--- config.mk ---
export PLATFORM = sky130hd
export DESIGN_NAME = matrix_sequencer
export DESIGN_NICKNAME = d
export VERILOG_FILES = /design/src/rtl/matrix_sequencer.sv
export SDC_FILE = /design/constraint.sdc
export NUM_CORES = 1
export LEC_CHECK = 0
export CORE_ASPECT_RATIO = 1.2
export CORE_MARGIN = 2
export CORE_UTILIZATION = 36
export CTS_CLUSTER_SIZE = 30
export DETAILED_ROUTE_END_ITERATION = 8
export GPL_ROUTABILITY_DRIVEN = 0
export HOLD_SLACK_MARGIN = 0.08
export PLACE_DENSITY_LB_ADDON = 0.1
export SLEW_MARGIN = 25
export SYNTH_ARGS = -nofsm -noshare
export SYNTH_HDL_FRONTEND = slang
export SYNTH_SLANG_ARGS = --single-unit
--- constraint.sdc ---
create_clock -name clk -period 3.5 [get_ports clk]
set_input_delay 0.7 -clock clk [delete_from_list [all_inputs] [get_ports clk]]
set_output_delay 0.7 -clock clk [all_outputs]
set_load 0.01 [all_outputs]
--- src/rtl/matrix_sequencer.sv ---
// matrix_sequencer: walks the elements of run-time sized (2..5) matrices,
// fetching operands from two external row-major memories, feeding an external
// combinational ALU and emitting row-major result writes. multM accumulates
// n partial products per output element in an 8-bit wrapping accumulator.
module matrix_sequencer (
    input  logic       clk,
    input  logic       rst,
    input  logic       start,
    input  logic [2:0] op,
    input  logic [2:0] size,
    output logic [4:0] a_idx,
    input  logic [7:0] a_data,
    output logic [4:0] b_idx,
    input  logic [7:0] b_data,
    output logic [2:0] alu_op,
    output logic [2:0] alu_s,
    output logic [7:0] alu_r1,
    output logic [7:0] alu_r2,
    input  logic [7:0] alu_res,
    output logic       res_we,
    output logic [4:0] res_idx,
    output logic [7:0] res_data,
    output logic       busy,
    output logic       done,
    output logic       err
);

    localparam logic [2:0] OP_ADDM   = 3'd0;
    localparam logic [2:0] OP_SUBM   = 3'd1;
    localparam logic [2:0] OP_MULTM  = 3'd2;
    localparam logic [2:0] OP_MULTMR = 3'd3;
    localparam logic [2:0] OP_DETM   = 3'd4;
    localparam logic [2:0] OP_TRANSM = 3'd5;
    localparam logic [2:0] OP_OPPM   = 3'd6;
    localparam logic [2:0] OP_RST    = 3'd7;

    typedef enum logic [1:0] {
        S_IDLE = 2'd0,
        S_READ = 2'd1,
        S_EXEC = 2'd2,
        S_DONE = 2'd3
    } state_t;

    state_t     state_q, state_d;
    logic [2:0] op_q, op_d;
    logic [2:0] n_q, n_d;
    logic [2:0] i_q, i_d;
    logic [2:0] j_q, j_d;
    logic [2:0] k_q, k_d;
    logic [7:0] acc_q, acc_d;
    logic       err_q, err_d;

    logic       is_mult_s;
    logic       k_last_s;
    logic       j_last_s;
    logic       i_last_s;
    logic       bad_req_s;
    logic [7:0] sum_s;

    // Row-major index r*n+c; fits in 5 bits for n <= 5.
    function automatic logic [4:0] rc_idx(input logic [2:0] r, input logic [2:0] c,
                                          input logic [2:0] n);
        logic [4:0] prod;
        prod   = {2'b00, r} * {2'b00, n};
        rc_idx = prod + {2'b00, c};
    endfunction

    // Loop-bound flags and the accumulator sum; element-wise ops have a single k step.
    always_comb begin
        is_mult_s = (op_q == OP_MULTM);
        k_last_s  = (!is_mult_s) || (k_q == (n_q - 3'd1));
        j_last_s  = (j_q == (n_q - 3'd1));
        i_last_s  = (i_q == (n_q - 3'd1));
        bad_req_s = (size < 3'd2) || (size > 3'd5) || (op == OP_DETM) || (op == OP_RST);
        if (k_q == 3'd0) begin
            sum_s = alu_res;
        end else begin
            sum_s = acc_q + alu_res;
        end
    end

    // State register and loop counters.
    always_ff @(posedge clk or posedge rst) begin
        if (rst) begin
            state_q <= S_IDLE;
            op_q    <= 3'd0;
            n_q     <= 3'd0;
            i_q     <= 3'd0;
            j_q     <= 3'd0;
            k_q     <= 3'd0;
            acc_q   <= 8'd0;
            err_q   <= 1'b0;
        end else begin
            state_q <= state_d;
            op_q    <= op_d;
            n_q     <= n_d;
            i_q     <= i_d;
            j_q     <= j_d;
            k_q     <= k_d;
            acc_q   <= acc_d;
            err_q   <= err_d;
        end
    end

    // Next-state: accept/reject in IDLE, alternate READ/EXEC, step k then j then i.
    always_comb begin
        state_d = state_q;
        op_d    = op_q;
        n_d     = n_q;
        i_d     = i_q;
        j_d     = j_q;
        k_d     = k_q;
        acc_d   = acc_q;
        err_d   = err_q;
        case (state_q)
            S_IDLE: begin
                if (start) begin
                    op_d  = op;
                    n_d   = size;
                    i_d   = 3'd0;
                    j_d   = 3'd0;
                    k_d   = 3'd0;
                    acc_d = 8'd0;
                    if (bad_req_s) begin
                        err_d   = 1'b1;
                        state_d = S_DONE;
                    end else begin
                        err_d   = 1'b0;
                        state_d = S_READ;
                    end
                end else begin
                    state_d = S_IDLE;
                end
            end
            S_READ: begin
                state_d = S_EXEC;
            end
            S_EXEC: begin
                acc_d = sum_s;
                if (!k_last_s) begin
                    k_d     = k_q + 3'd1;
                    state_d = S_READ;
                end else begin
                    k_d = 3'd0;
                    if (!j_last_s) begin
                        j_d     = j_q + 3'd1;
                        state_d = S_READ;
                    end else begin
                        j_d = 3'd0;
                        if (!i_last_s) begin
                            i_d     = i_q + 3'd1;
                            state_d = S_READ;
                        end else begin
                            i_d     = 3'd0;
                            state_d = S_DONE;
                        end
                    end
                end
            end
            S_DONE: begin
                err_d   = 1'b0;
                state_d = S_IDLE;
            end
            default: begin
                state_d = S_IDLE;
            end
        endcase
    end

    // Outputs: addresses in READ, ALU operands and result write in EXEC, zero elsewhere.
    always_comb begin
        a_idx    = 5'd0;
        b_idx    = 5'd0;
        alu_r1   = 8'd0;
        alu_r2   = 8'd0;
        res_we   = 1'b0;
        res_idx  = 5'd0;
        res_data = 8'd0;
        alu_op   = op_q;
        alu_s    = n_q;
        busy     = (state_q == S_READ) || (state_q == S_EXEC);
        done     = (state_q == S_DONE);
        err      = (state_q == S_DONE) && err_q;
        case (state_q)
            S_READ: begin
                if (is_mult_s) begin
                    a_idx = rc_idx(i_q, k_q, n_q);
                    b_idx = rc_idx(k_q, j_q, n_q);
                end else begin
                    a_idx = rc_idx(i_q, j_q, n_q);
                    if (op_q == OP_MULTMR) begin
                        b_idx = 5'd0;
                    end else begin
                        b_idx = rc_idx(i_q, j_q, n_q);
                    end
                end
            end
            S_EXEC: begin
                alu_r1 = a_data;
                case (op_q)
                    OP_ADDM, OP_SUBM, OP_MULTM, OP_MULTMR: alu_r2 = b_data;
                    OP_TRANSM:                             alu_r2 = 8'h01;
                    OP_OPPM:                               alu_r2 = 8'hFF;
                    default:                               alu_r2 = 8'h00;
                endcase
                if (k_last_s) begin
                    res_we   = 1'b1;
                    res_data = sum_s;
                    if (op_q == OP_TRANSM) begin
                        res_idx = rc_idx(j_q, i_q, n_q);
                    end else begin
                        res_idx = rc_idx(i_q, j_q, n_q);
                    end
                end else begin
                    res_we = 1'b0;
                end
            end
            default: begin
                a_idx = 5'd0;
            end
        endcase
    end

endmodule

# Word level (Yosys, flattened, before mapping)
# Index checks and enable logic that the tools add are counted.
# word_totals
reg_bits	26
inputBits	33
out_inout_bits	49
elab_cells	93
# classes
add_sub_neg	9
n_mul	3
magnitude_cmp	2
n_eq_ne	16
n_mux	37
n_reduce_logical	18
# ops
operator	count
8-bit 2-to-1 mux	6
5-bit 2-to-1 mux	8
8-bit one-hot mux with 3 select lines	1
3-bit 2-to-1 mux	7
5-bit by 3-bit adder with 5-bit output	4
3-bit one-hot mux with 2 select lines	3
8-bit one-hot mux with 2 select lines	1
3-bit by 3-bit multiplier with 5-bit output	3
3-bit equality test, second input constant	4
2-bit 2-to-1 mux	5
3-bit by 1-bit adder with 3-bit output, second input constant	3
3-bit equality test	3
8-bit adder	1
2-bit one-hot mux with 4 select lines	1
3-bit by 2-bit equality test with 1-bit output, second input constant	2
3-bit zero test	2
2-bit inequality test, second input constant	3
2-bit AND reduction	3
1-bit logical OR	5
2-bit equality test, second input constant	2
1-bit 2-to-1 mux	4
4-bit AND reduction	1
2-bit nonzero test	2
4-bit OR reduction	1
other kinds (10)	10

# Logic depth before layout (Yosys ltp)
# depth
ltp_word	7
mapped_depth	11
depth_no_buf	10

# Worst setup path after synthesis
# OpenSTA, ideal clock, no wires.
# synth_path
path_kind	register to output
from	register n_q[2], in the netlist alu_s[2]
to	output res_idx[4]
t_arrival_ns	2.974
t_required_ns	2.800
slack_ns	-0.174
stages_incl_launch_ff	12
n_path_buf	1
cell_sequence	dfrtp_1 clkbuf_1 nand2_1 fa_1 inv_1 ha_1 fa_1 xnor2_1 xnor2_1 xor2_1 nor2_1 a211oi_1
# synth_between
elab_chain_cells	5
elab_cells_between_ends	10
cone_classes	add/sub: 3; mul: 2; eq/ne: 1; mux: 3; reduce/logical: 1
# synth_rtl
item	line_no	rtl
start, declared	46	logic [2:0] n_q, n_d;
start signal, assigned	96	n_q <= n_d;
3-bit by 3-bit multiplier with 5-bit output / 3-bit by 1-bit subtractor with 3-bit output (equally long branches)	64, 71	
5-bit by 3-bit adder with 5-bit output / 3-bit equality test (equally long branches)	65, 71	
5-bit 2-to-1 mux / 1-bit logical OR (equally long branches)	209, 71	
5-bit 2-to-1 mux (*)	206	if (k_last_s) begin
5-bit 2-to-1 mux (*)	184	case (state_q)
end, declared	21	output logic [4:0] res_idx,
# Mark *: on every way between the ends. The rest lies on a longest branch, timed or not.

# Worst setup path in the final report
# Same ends and word-level chain as after synthesis.

==> run summary <==
DIE AREA: 0.00969 mm^2
Min Tclk post-route: 3660 ps
Cell taking the most area after synthesis: dfrtp_1
Post-Syn Area: 0.00321 mm^2
Post-synthesis to final-layout area growth: 53.6%
Rows: 37
Synth Area per Inst: 8.38 um^2
Worst path required time: 2800 ps
Setup Viol. Count Final: 8
Sequential share of the synthesized area: 0.203
Synth top area share: 0.203
Crit path max fanout: 4
Nets@finish: 611
RSZ-0062 raised after global routing: yes
H-tree levels: 1
Seq cells post-synth: 26
Crit. path cell count: 11
Kind of critical path: reg2out
Via count: 3152
DRT iter0 DRCs: 62
Die Y-Extent: 107 um
I/O Pins: 82
CP dominant cell by count: fa_1
Setup TNS: -643 ps
Ant diodes: 0
CP max-delay cell: fa_1
Static Leak: 2.42 nW
Failing checks: negative setup slack
Clock Latency Late Sink: 280 ps
Gr usage total: 0.191
Antenna-violating nets left: 0
Clock slew at reported path FFs: 100 ps
Clock Tree Buf Depth: 2
Clk_skew: 6.44 ps
Final Hold Fails: 0
Register Area: 654 um^2
Die Wd: 90.2 um
CP Launch Type: register
Depth of the most critical reg-to-reg path: 11
CTS Sinks: 26
Syn Inst Count: 383
Core ar.: 0.00861 mm^2
Grt ovf: 0
YS warnings: 0
Crit. End Element: primary output
CTS tree: yes
Worst hold path class: reg2reg
Post-route insts no fill: 639
Power Dens Cells: 575 mW/mm^2
Max Slew Vio Count: 0
Peak Freq: 0.273 GHz
Top delay family on crit path: adder cells
DP HPWL: 7.19 mm
Num CTS Buffers: 3
Part of the cycle the worst path needs: 1.05
Multi-input gate area: 0.00269 mm^2
Hold slack final: 502 ps
# fillers: 804
Root buffer cell: clkbuf_8
Routed len/inst: 14.7 um
Worst-margin pin slew: 533 ps
Vias in the first global route: 3244
WL final: 9.41 mm
Syn_nets: 471
Top-count cell post-synth: nand2_1
MaxCap Viol Count: 0
Share of flip-flops with an asynchronous set or reset: 1.00
Vias/cell: 4.93
EDFF count, synth: 0
Layout cells sized above 1: 0.278
First-pass GRT wire length: 15.2 mm
Crit path buf inv count: 3
Final worst slack: -161 ps
Design Power: 2.84 mW
Port buffer count: 81
Synth cell types: 49
# hold bufs at CTS: 0
Largest cells by area after synthesis: dfrtp_1 20%, ha_1 17%, fa_1 6.9%
Crit-path cells: buf_4 > nand2_2 > fa_1 > inv_1 > fa_1 > ha_1 > a21o_1 > a21oi_2 > xnor2_2 > a211oi_2 > buf_2
Critical path arrival: 2960 ps
Worst hold path stage count: 2
Largest net degree at the start of global routing: 27
Status: finished with violations
Antenna violations before repair: 0
Initial Util: 0.373
Worst rel slew slack: 0.645
Worst VDD drop: 0.288 mV
Synth top cells by count: 47 x nand2_1, 44 x ha_1, 31 x nor2_1, 26 x dfrtp_1, 23 x a21oi_1
Critical Path Max Stage Delay: 480 ps
Number of remaining DRC errors: 0
Main synth FF type: dfrtp_1
DR pass1 iterations: 4
# placed instances: 621
## metal layers
| metal | GRT usage | up-vias | wire (um) |
|---|---|---|---|
| met1 | 0.219 | 1476 | 3790 |
| li1 | - | 1594 | - |
| met2 | 0.376 | 71 | 5190 |
| met3 | 0.0154 | 11 | 310 |
| met5 | 0 | - | 0 |
| met4 | 0.0571 | 0 | 117 |
## state kept, by name, indices dropped and copies added, names as in the netlist
name	flops
j_q	3
acc_q	8
alu_s	3
alu_op	3
err_q	1
i_q	3
state_q	2
k_q	3
## layout by cell type, fill, tap and decap left out, types with 3 or more instances in the layout
cell	synthesis	layout
a21oi_2	1	5
and2_1	19	19
o211ai_1	5	5
nand3_1	5	5
o21ai_0	16	14
ha_1	44	35
xnor2_2	0	6
nand2_2	0	6
inv_1	22	21
buf_4	0	67
mux2i_1	5	5
nand2b_1	11	10
o22ai_1	5	4
nor3_1	5	5
dlymetal6s2s_1	0	7
mux2_2	7	7
clkdlybuf4s50_1	0	57
fa_2	0	6
xnor2_1	20	14
buf_2	1	10
dfrtp_1	26	23
dlygate4sd2_1	0	5
a21oi_1	23	19
nand2_1	47	41
fa_1	11	5
ha_4	0	9
o21a_1	4	4
xor2_1	8	6
a21o_1	6	6
dfrtp_2	0	3
clkbuf_8	0	4
nor2b_1	9	8
nor2_1	31	29
## stage by stage
| stage | setup slack (ps) | area (um^2) | utilization |
|---|---|---|---|
| 4_1_cts | -190 | 4830 | 0.561 |
| 3_3_place_gp | -482 | 4530 | 0.526 |
| 5_1_grt | -303 | 4930 | 0.573 |
| 3_5_place_dp | -522 | 4530 | 0.526 |
| 2_1_floorplan | 11.2 | 3220 | - |
| 6_report | -161 | 4930 | 0.573 |
## tightest hold or removal path: cells and delay by family, from the launching register on
family          cells  cell delay (ps)
compound gates      1               60
flops               1              360
simple gates        1               50
## cell families (layout without fill, tap and decap cells)
logic type,after synthesis,count (layout),synth area share
compound gates,80,80,0.164
fa+ha+maj,55,55,0.240
xor+xnor,30,30,0.0904
flops,26,26,0.203
simple gates,141,141,0.217
buf+inv,39,178,0.0460
mux,12,12,0.0401
## worst paths after layout
kind / from / end / slack, ps
max reg2reg: alu_s[0]$_DFFE_PP0P_ / j_q[0]$_DFFE_PP0P_ / 930
min: acc_q[6]$_DFFE_PP0P_ / acc_q[6]$_DFFE_PP0P_ / 500
max: alu_s[2]$_DFFE_PP0P_ / res_idx[4] / -160
min in group asynchronous: rst / err_q$_DFFE_PP0P_ / 780
max in group asynchronous: rst / alu_s[0]$_DFFE_PP0P_ / 2430
min reg2reg: acc_q[6]$_DFFE_PP0P_ / acc_q[6]$_DFFE_PP0P_ / 500
## what timing repair did
action	CTS	global route
setup endpoints to repair	22	18
gates resized for setup	90	23
pin swaps	31	18
cloned	0	0
endpoints found under the hold margin	0	0
setup buffers	14	4
## where the power goes
group / total (mW) / internal, mW / switching (mW)
combinational: 2.07 / 1.06 / 1.01
sequential: 0.566 / 0.408 / 0.158
clock: 0.204 / 0.101 / 0.103
## cell type report
type | instances | share of cell area
Clock buffer | 4 | 0.0112
Inverter | 23 | 0.0175
Multi-Input combinational cell | 318 | 0.545
Sequential cell | 26 | 0.133
Tap cell | 117 | 0.0297
Timing Repair Buffer | 151 | 0.264
(Power assumes the default switching activity.)
